`config.mk`:
```
export PLATFORM = sky130hd
export DESIGN_NAME = cell_fetch
export DESIGN_NICKNAME = d
export VERILOG_FILES = /design/src/rtl/cell_fetch.sv
export SDC_FILE = /design/constraint.sdc
export NUM_CORES = 1
export LEC_CHECK = 0
export CORE_UTILIZATION = 25
export CTS_BUF_LIST = sky130_fd_sc_hd__clkbuf_16
export DETAILED_ROUTE_END_ITERATION = 10
export DONT_BUFFER_PORTS = 1
export PLACE_DENSITY = 0.52
export SLEW_MARGIN = 20
export SYNTH_ARGS = -nofsm -noshare
export SYNTH_HDL_FRONTEND = slang
export SYNTH_SLANG_ARGS = --single-unit
```
`constraint.sdc`:
```
create_clock -name clk_in -period 2.51 [get_ports clk_in]
set_input_delay 0.251 -clock clk_in [delete_from_list [all_inputs] [get_ports clk_in]]
set_output_delay 0.251 -clock clk_in [all_outputs]
set_load 0.02 [all_outputs]
```
`src/rtl/cell_fetch.sv`:
```
// cell_fetch: reads the 3x3 toroidal neighbourhood of a board cell, one bit per
// cycle from a 1-cycle-latency BRAM, and reports window, centre state and count.
module cell_fetch #(
  parameter int LOG_BOARD_SIZE = 3
) (
  input  logic                          clk_in,
  input  logic                          rst_in,
  input  logic                          req_in,
  input  logic [LOG_BOARD_SIZE-1:0]     x_in,
  input  logic [LOG_BOARD_SIZE-1:0]     y_in,
  output logic [2*LOG_BOARD_SIZE-1:0]   rd_addr_out,
  output logic                          rd_en_out,
  input  logic                          rd_data_in,
  output logic [8:0]                    window_out,
  output logic                          alive_out,
  output logic [3:0]                    count_out,
  output logic                          fetch_ready_out,
  output logic                          busy_out
);

  localparam int LB = LOG_BOARD_SIZE;
  localparam int AW = 2 * LOG_BOARD_SIZE;

  typedef enum logic [1:0] {
    IDLE  = 2'd0,
    ISSUE = 2'd1,
    DRAIN = 2'd2,
    READY = 2'd3
  } state_t;

  // Address of neighbour k; wrap-around comes from natural LB-bit overflow.
  function automatic logic [AW-1:0] nb_addr(input logic [3:0] k,
                                            input logic [LB-1:0] x,
                                            input logic [LB-1:0] y);
    logic [1:0]    dy_i;
    logic [1:0]    dx_i;
    logic [LB-1:0] row;
    logic [LB-1:0] col;
    case (k)
      4'd0:    begin dy_i = 2'd0; dx_i = 2'd0; end
      4'd1:    begin dy_i = 2'd0; dx_i = 2'd1; end
      4'd2:    begin dy_i = 2'd0; dx_i = 2'd2; end
      4'd3:    begin dy_i = 2'd1; dx_i = 2'd0; end
      4'd4:    begin dy_i = 2'd1; dx_i = 2'd1; end
      4'd5:    begin dy_i = 2'd1; dx_i = 2'd2; end
      4'd6:    begin dy_i = 2'd2; dx_i = 2'd0; end
      4'd7:    begin dy_i = 2'd2; dx_i = 2'd1; end
      4'd8:    begin dy_i = 2'd2; dx_i = 2'd2; end
      default: begin dy_i = 2'd1; dx_i = 2'd1; end
    endcase
    row = y + LB'(dy_i) - LB'(1'b1);
    col = x + LB'(dx_i) - LB'(1'b1);
    return {row, col};
  endfunction

  function automatic logic [3:0] popcount8(input logic [7:0] v);
    logic [3:0] c;
    c = 4'd0;
    for (int i = 0; i < 8; i++) begin
      c = c + {3'd0, v[i]};
    end
    return c;
  endfunction

  state_t         state_r;
  logic [3:0]     k_r;
  logic [LB-1:0]  x_r;
  logic [LB-1:0]  y_r;
  logic [7:0]     cap_r;
  logic [AW-1:0]  rd_addr_r;
  logic           rd_en_r;
  logic [8:0]     window_r;
  logic           alive_r;
  logic [3:0]     count_r;
  logic           ready_r;
  logic           busy_r;
  logic [8:0]     window_next_s;
  logic [3:0]     count_next_s;

  // Complete window once the last bit returns, and its neighbour count.
  always_comb begin
    window_next_s = {rd_data_in, cap_r};
    count_next_s  = popcount8({window_next_s[8:5], window_next_s[3:0]});
  end

  // Fetch sequencer: issues nine reads, shifts returns in, publishes in READY.
  always_ff @(posedge clk_in) begin
    if (!rst_in) begin
      state_r   <= IDLE;
      k_r       <= 4'd0;
      x_r       <= '0;
      y_r       <= '0;
      cap_r     <= 8'd0;
      rd_addr_r <= '0;
      rd_en_r   <= 1'b0;
      window_r  <= 9'd0;
      alive_r   <= 1'b0;
      count_r   <= 4'd0;
      ready_r   <= 1'b0;
      busy_r    <= 1'b0;
    end else begin
      case (state_r)
        IDLE: begin
          if (req_in) begin
            x_r       <= x_in;
            y_r       <= y_in;
            cap_r     <= 8'd0;
            k_r       <= 4'd0;
            rd_addr_r <= nb_addr(4'd0, x_in, y_in);
            rd_en_r   <= 1'b1;
            busy_r    <= 1'b1;
            state_r   <= ISSUE;
          end else begin
            rd_en_r   <= 1'b0;
          end
        end
        ISSUE: begin
          // Data for index k-1 is on the bus while index k is being driven.
          if (k_r != 4'd0) begin
            cap_r <= {rd_data_in, cap_r[7:1]};
          end else begin
            cap_r <= cap_r;
          end
          if (k_r == 4'd8) begin
            rd_en_r <= 1'b0;
            state_r <= DRAIN;
          end else begin
            k_r       <= k_r + 4'd1;
            rd_addr_r <= nb_addr(k_r + 4'd1, x_r, y_r);
          end
        end
        DRAIN: begin
          window_r <= window_next_s;
          alive_r  <= window_next_s[4];
          count_r  <= count_next_s;
          ready_r  <= 1'b1;
          rd_en_r  <= 1'b0;
          state_r  <= READY;
        end
        READY: begin
          ready_r <= 1'b0;
          busy_r  <= 1'b0;
          state_r <= IDLE;
        end
        default: begin
          ready_r <= 1'b0;
          busy_r  <= 1'b0;
          rd_en_r <= 1'b0;
          state_r <= IDLE;
        end
      endcase
    end
  end

  assign rd_addr_out     = rd_addr_r;
  assign rd_en_out       = rd_en_r;
  assign window_out      = window_r;
  assign alive_out       = alive_r;
  assign count_out       = count_r;
  assign fetch_ready_out = ready_r;
  assign busy_out        = busy_r;

endmodule
```
; ---- Word level (Yosys, flattened, before mapping)
; Memory sizes are Yosys's and may differ from the RTL's.
; Cells that the tools add are included.
[classes]
mux = 24
reduce_logical = 12
n_addsub = 16
n_eq_ne = 8
[op_table]
columns = operator, n
row1 = 2-to-1 mux 4 bit, 5
row2 = adder 4 x 1 -> 4 bit, 4
row3 = 2-to-1 mux 8 bit, 2
row4 = one-hot mux 8 bit (2 select lines), 1
row5 = adder 3 x 2 -> 3 bit, 4
row6 = 2-to-1 mux 6 bit, 2
row7 = one-hot mux 6 bit (2 select lines), 1
row8 = subtractor 3 x 1 -> 3 bit (second input constant), 4
row9 = 2-to-1 mux 2 bit, 5
row10 = inequality test 2 bit (second input constant), 4
row11 = one-hot mux 2 bit (4 select lines), 1
row12 = one-hot mux 4 bit (2 select lines), 1
row13 = AND reduction 2 bit, 4
row14 = AND reduction 3 bit, 2
row15 = nonzero test 2 bit, 3
row16 = adder 3 x 1 -> 4 bit, 1
row17 = adder 4 x 1 -> 4 bit (second input constant), 1
row18 = equality test 2 bit (second input constant), 2
row19 = equality test 4 bit (second input constant), 1
row20 = one-hot mux 1 bit (2 select lines), 2
row21 = nonzero test 4 bit, 1
row22 = adder 2 x 1 -> 3 bit, 1
row23 = 2-to-1 mux 1 bit, 3
row24 = one-hot mux 1 bit (3 select lines), 1
row25 = 4 further kinds, 4
[totals]
inputBits = 10
out_inout_bits = 23
reg_bits = 43
memories = 1
rom_bits = 64
word_cells = 73
[memory_table]
columns = name, depth, word_bits, read_ports, rd_ports_with_merged_regs, write_ports, line
row1 = (no name shown), 16, 4, 1, 0, 0, 39  ; case (k)

; ---- Logic depth before layout (Yosys ltp)
; An unclocked memory read counts as a cell.
[depth]
word_depth = 9
mapped_depth = 13
mapped_depth_nobuf = 12

; ---- Worst setup path after synthesis
; No wires, ideal clock.
[synth_path]
kind = flip-flop to flip-flop
from = register cap_r[0]
to = register count_r[2], in the netlist count_out[2]
n_path_buf = 0
period_less_slack_ns = 2.741
stages_incl_launch_ff = 12
setup_time_ns = 0.116
t_arrival_ns = 2.625
required_time_ns = 2.394
path_slack_ns = -0.231
cell_sequence = dfxtp_1 > inv_1 > fa_1 > fa_1 > fa_1 > inv_1 > ha_1 > inv_1 > fa_1 > xnor2_1 > mux2i_1 > nor2b_1
[synth_between]
elab_chain_len = 7
[synth_lines]
columns = item, line
row1 = start: declaration, 69  ; logic [7:0] cap_r;
row2 = start signal: assignment, 120  ; cap_r <= {rd_data_in, cap_r[7:1]};
row3 = start signal: assignment, 122  ; cap_r <= cap_r;
row4 = adder 1 x 1 -> 2 bit, 60  ; c = c + {3'd0, v[i]};
row5 = adder 2 x 1 -> 3 bit, 60
row6 = adder 3 x 1 -> 4 bit, 60
row7 = adder 4 x 1 -> 4 bit (4 in a row), 60
row8 = end signal: assignment, 135  ; count_r <= count_next_s;
row9 = end: declaration, 74  ; logic [3:0] count_r;
; Every way passes these cells.
; A chain may end at the register's enable or synchronous reset.

; ---- Worst setup path after layout
[layout_path]
from = register cap_r[0]
to = register count_r[1], in the netlist count_out[1]
; Same word-level chain as after synthesis.

==> flow_metrics.env <==
export IMPL_post_drt_wl_per_cell_um=11.9
export IMPL_synth_edf_count=0
export IMPL_cts_made_buffers=5
export IMPL_min_period_ns=2.82
export IMPL_power_total_mw=2.51
export IMPL_setup_slack_ns=-0.313
export IMPL_vias_per_cell=4.20
export IMPL_synth_most_common_cell="dfxtp_1"
export IMPL_multi_input_area_um2=1430
export IMPL_firstDrtPassIters=4
export IMPL_core_region_area_um2=9280
export IMPL_dp_cells=387
export IMPL_post_route_util_pct=30.4
export IMPL_clk_pin_slew_ns=0.06
export IMPL_rsz0062_at_grt="yes"
export IMPL_cp_end_kind="flip-flop"
export IMPL_synth_top_area_share_pct=35.1
export IMPL_fin_cells=398
export IMPL_synth_ff_type="dfxtp_1"
export IMPL_drc=0
export IMPL_nets=303
export IMPL_initial_utilization_pct=25.8
export IMPL_syn_instance_count=260
export IMPL_yosys_top_cells_count="dfxtp_1, inv_1, mux2i_1"
export IMPL_first_iter_violations=67
export IMPL_synthArstFlopShare_pct=0
export IMPL_antenna_left=0
export IMPL_ir_drop_v=0.000371
export IMPL_synth_warnings=0
export IMPL_violations="negative setup slack"
export IMPL_relSlewSlack_pct=42.9
export IMPL_dpl_hpwl_um=3280
export IMPL_seq_area_um2=846
export IMPL_antenna_cells=0
export IMPL_postRouteWirelength_um=4750
export IMPL_power_leakage_nw=1.13
export IMPL_ys_ff_latch=42
export IMPL_grt_max_degree=43
export IMPL_portBuffers=0
export IMPL_gr_total_overflow=0
export IMPL_critPathKind="flip-flop to flip-flop"
export IMPL_finalSetupViolations=3
export IMPL_root_buffer="clkbuf_16"
export IMPL_fin_crit_sh_pct=112
export IMPL_rows=35
export IMPL_syn_nets=295
export IMPL_grt_first_pass_wirelength_um=7840
export IMPL_insertion_delay_ns=0.28
export IMPL_die_w_um=99.9
export IMPL_die_area_um2=9990
export IMPL_clockBufferDepth=2
export IMPL_synth_largest_area_cell="dfxtp_1"
export IMPL_cap_violations=0
export IMPL_track_usage_pct=9.89
export IMPL_hold_viol_final=0
export IMPL_fillCellCount=1013
export IMPL_cts_tree="built"
export IMPL_pre_cts_ws_ns=-0.343
export IMPL_start_kind="flip-flop"
export IMPL_syn_to_final_growth_pct=17.6
export IMPL_arrival_ns=3.00
export IMPL_final_layout_size_suffix_gt1_share_pct=16.0
export IMPL_cp_required_ns=2.69
export IMPL_synth_distinct_cells=36
export IMPL_syn_cell_area_um2=2400
export IMPL_fmax_mhz=354
export IMPL_hp_class="input pin to flip-flop"
export IMPL_synth_seq_area_share_pct=35.1
export IMPL_ys_top_cells_by_area="dfxtp_1, ha_1, mux2i_1"
export IMPL_powerDensity_nw_per_um2=892
export IMPL_avgSynthCellArea_um2=9.22
export IMPL_first_global_vias=1674
export IMPL_globalplace_congestion=0.784
export IMPL_drv_slew=0
export IMPL_finalClockSkew_ns=0.00457
export IMPL_fin_setup_tns_ns=-0.814
export IMPL_dieHeight_um=99.9
export IMPL_top_level_ports=33
export IMPL_worstMarginPinSlew_ns=0.856
export IMPL_num_vias=1670
export IMPL_critPathMaxFanout=2
export IMPL_antenna_found_initial=0
export IMPL_cts_htree_levels=2
export IMPL_run_status="finished with violations"
export IMPL_clkSinkCount=42
-- kinds of logic (layout without fill, tap and decap cells) --
kind of cell	count (synthesis)	count (layout)	share of synthesized area (%)
buffers and inverters	46	55	8.30
adder cells (fa/ha/maj)	25	25	14.3
XOR/XNOR	8	8	2.92
multiplexers	27	27	11.5
AND/OR/NAND/NOR	78	78	17.2
AO/OA/AOI/OAI	34	34	10.8
flip-flops	42	42	35.1
-- final cells by class --
cell class | count | area share [%]
clock buffer | 5 | 4.44
sequential | 42 | 30.0
tap | 129 | 5.73
clock inverter | 3 | 0.577
timing repair buffer | 15 | 4.13
inverter | 32 | 4.26
multi-input combinational | 172 | 50.9
-- sequential cells by signal (all words and copies together) (netlist names) --
register,flops
k_r,4
state_r,2
fetch_ready_out,1
window_out,9
x_r,3
busy_out,1
rd_addr_out,6
count_out,4
y_r,3
rd_en_out,1
cap_r,8
-- cells in the final DEF, fill, tap and decap left out, types with 5 or more instances in the layout --
cell type	instances
dfxtp_1	38
inv_1	29
mux2i_1	25
nand2_1	24
nor2b_1	23
ha_1	18
buf_4	14
and2_1	9
a21boi_0	7
nor2_1	6
a21oi_1	6
nand3_1	6
o21ai_0	5
clkbuf_16	5
-- repair_timing --
action | in CTS | in global routing
endpoints found under the setup margin | 5 | 5
setup buffers | 3 | 0
hold buffers | 0 | 0
gates resized for setup | 6 | 10
pin swaps | 3 | 4
-- final timing paths --
path / to / cells past startpoint / slack (ns) / from
worst max-delay path: count_out[1] / 10 / -0.31 / cap_r[0]
worst min-delay path: cap_r[5] / 1 / 0.1 / rst_in
worst max register to register: count_out[1] / 10 / -0.31 / cap_r[0]
worst min register to register: x_r[0] / 2 / 0.46 / x_r[0]
-- routing by layer --
| metal | track usage [%] | vias to the layer above | share of wire (%) | routed length [um] |
|---|---|---|---|---|
| li1 | - | 858 | - | - |
| met4 | 3.73 | 0 | 1.6 | 74 |
| met2 | 16.4 | 22 | 47 | 2240 |
| met5 | 0 | - | 0 | 0 |
| met1 | 12.0 | 784 | 47 | 2220 |
| met3 | 2.99 | 6 | 4.4 | 207 |
-- critical path: stages (launching register included) --
cell,delay [ns]
dfxtp_2,0.33
inv_2,0.04
fa_1,0.47
fa_1,0.51
fa_2,0.44
inv_2,0.08
ha_4,0.12
inv_2,0.03
fa_2,0.50
nand2_1,0.05
o211a_1,0.14
-- where the power goes --
part           internal [mW]  switching (mW)  total, mW
clock                  0.363           0.270      0.634
combinational          0.423           0.524      0.947
sequential             0.778           0.156      0.934
-- stage by stage --
stage                     instance area [um^2]  hold slack (ns)
after floorplan                           2410            0.404
after global placement                    2580            0.376
after detailed placement                  2580            0.383
after CTS                                 2770           0.0884
after global routing                      2820           0.0844
final                                     2820           0.0976
Power figures use the tool's default switching activity.
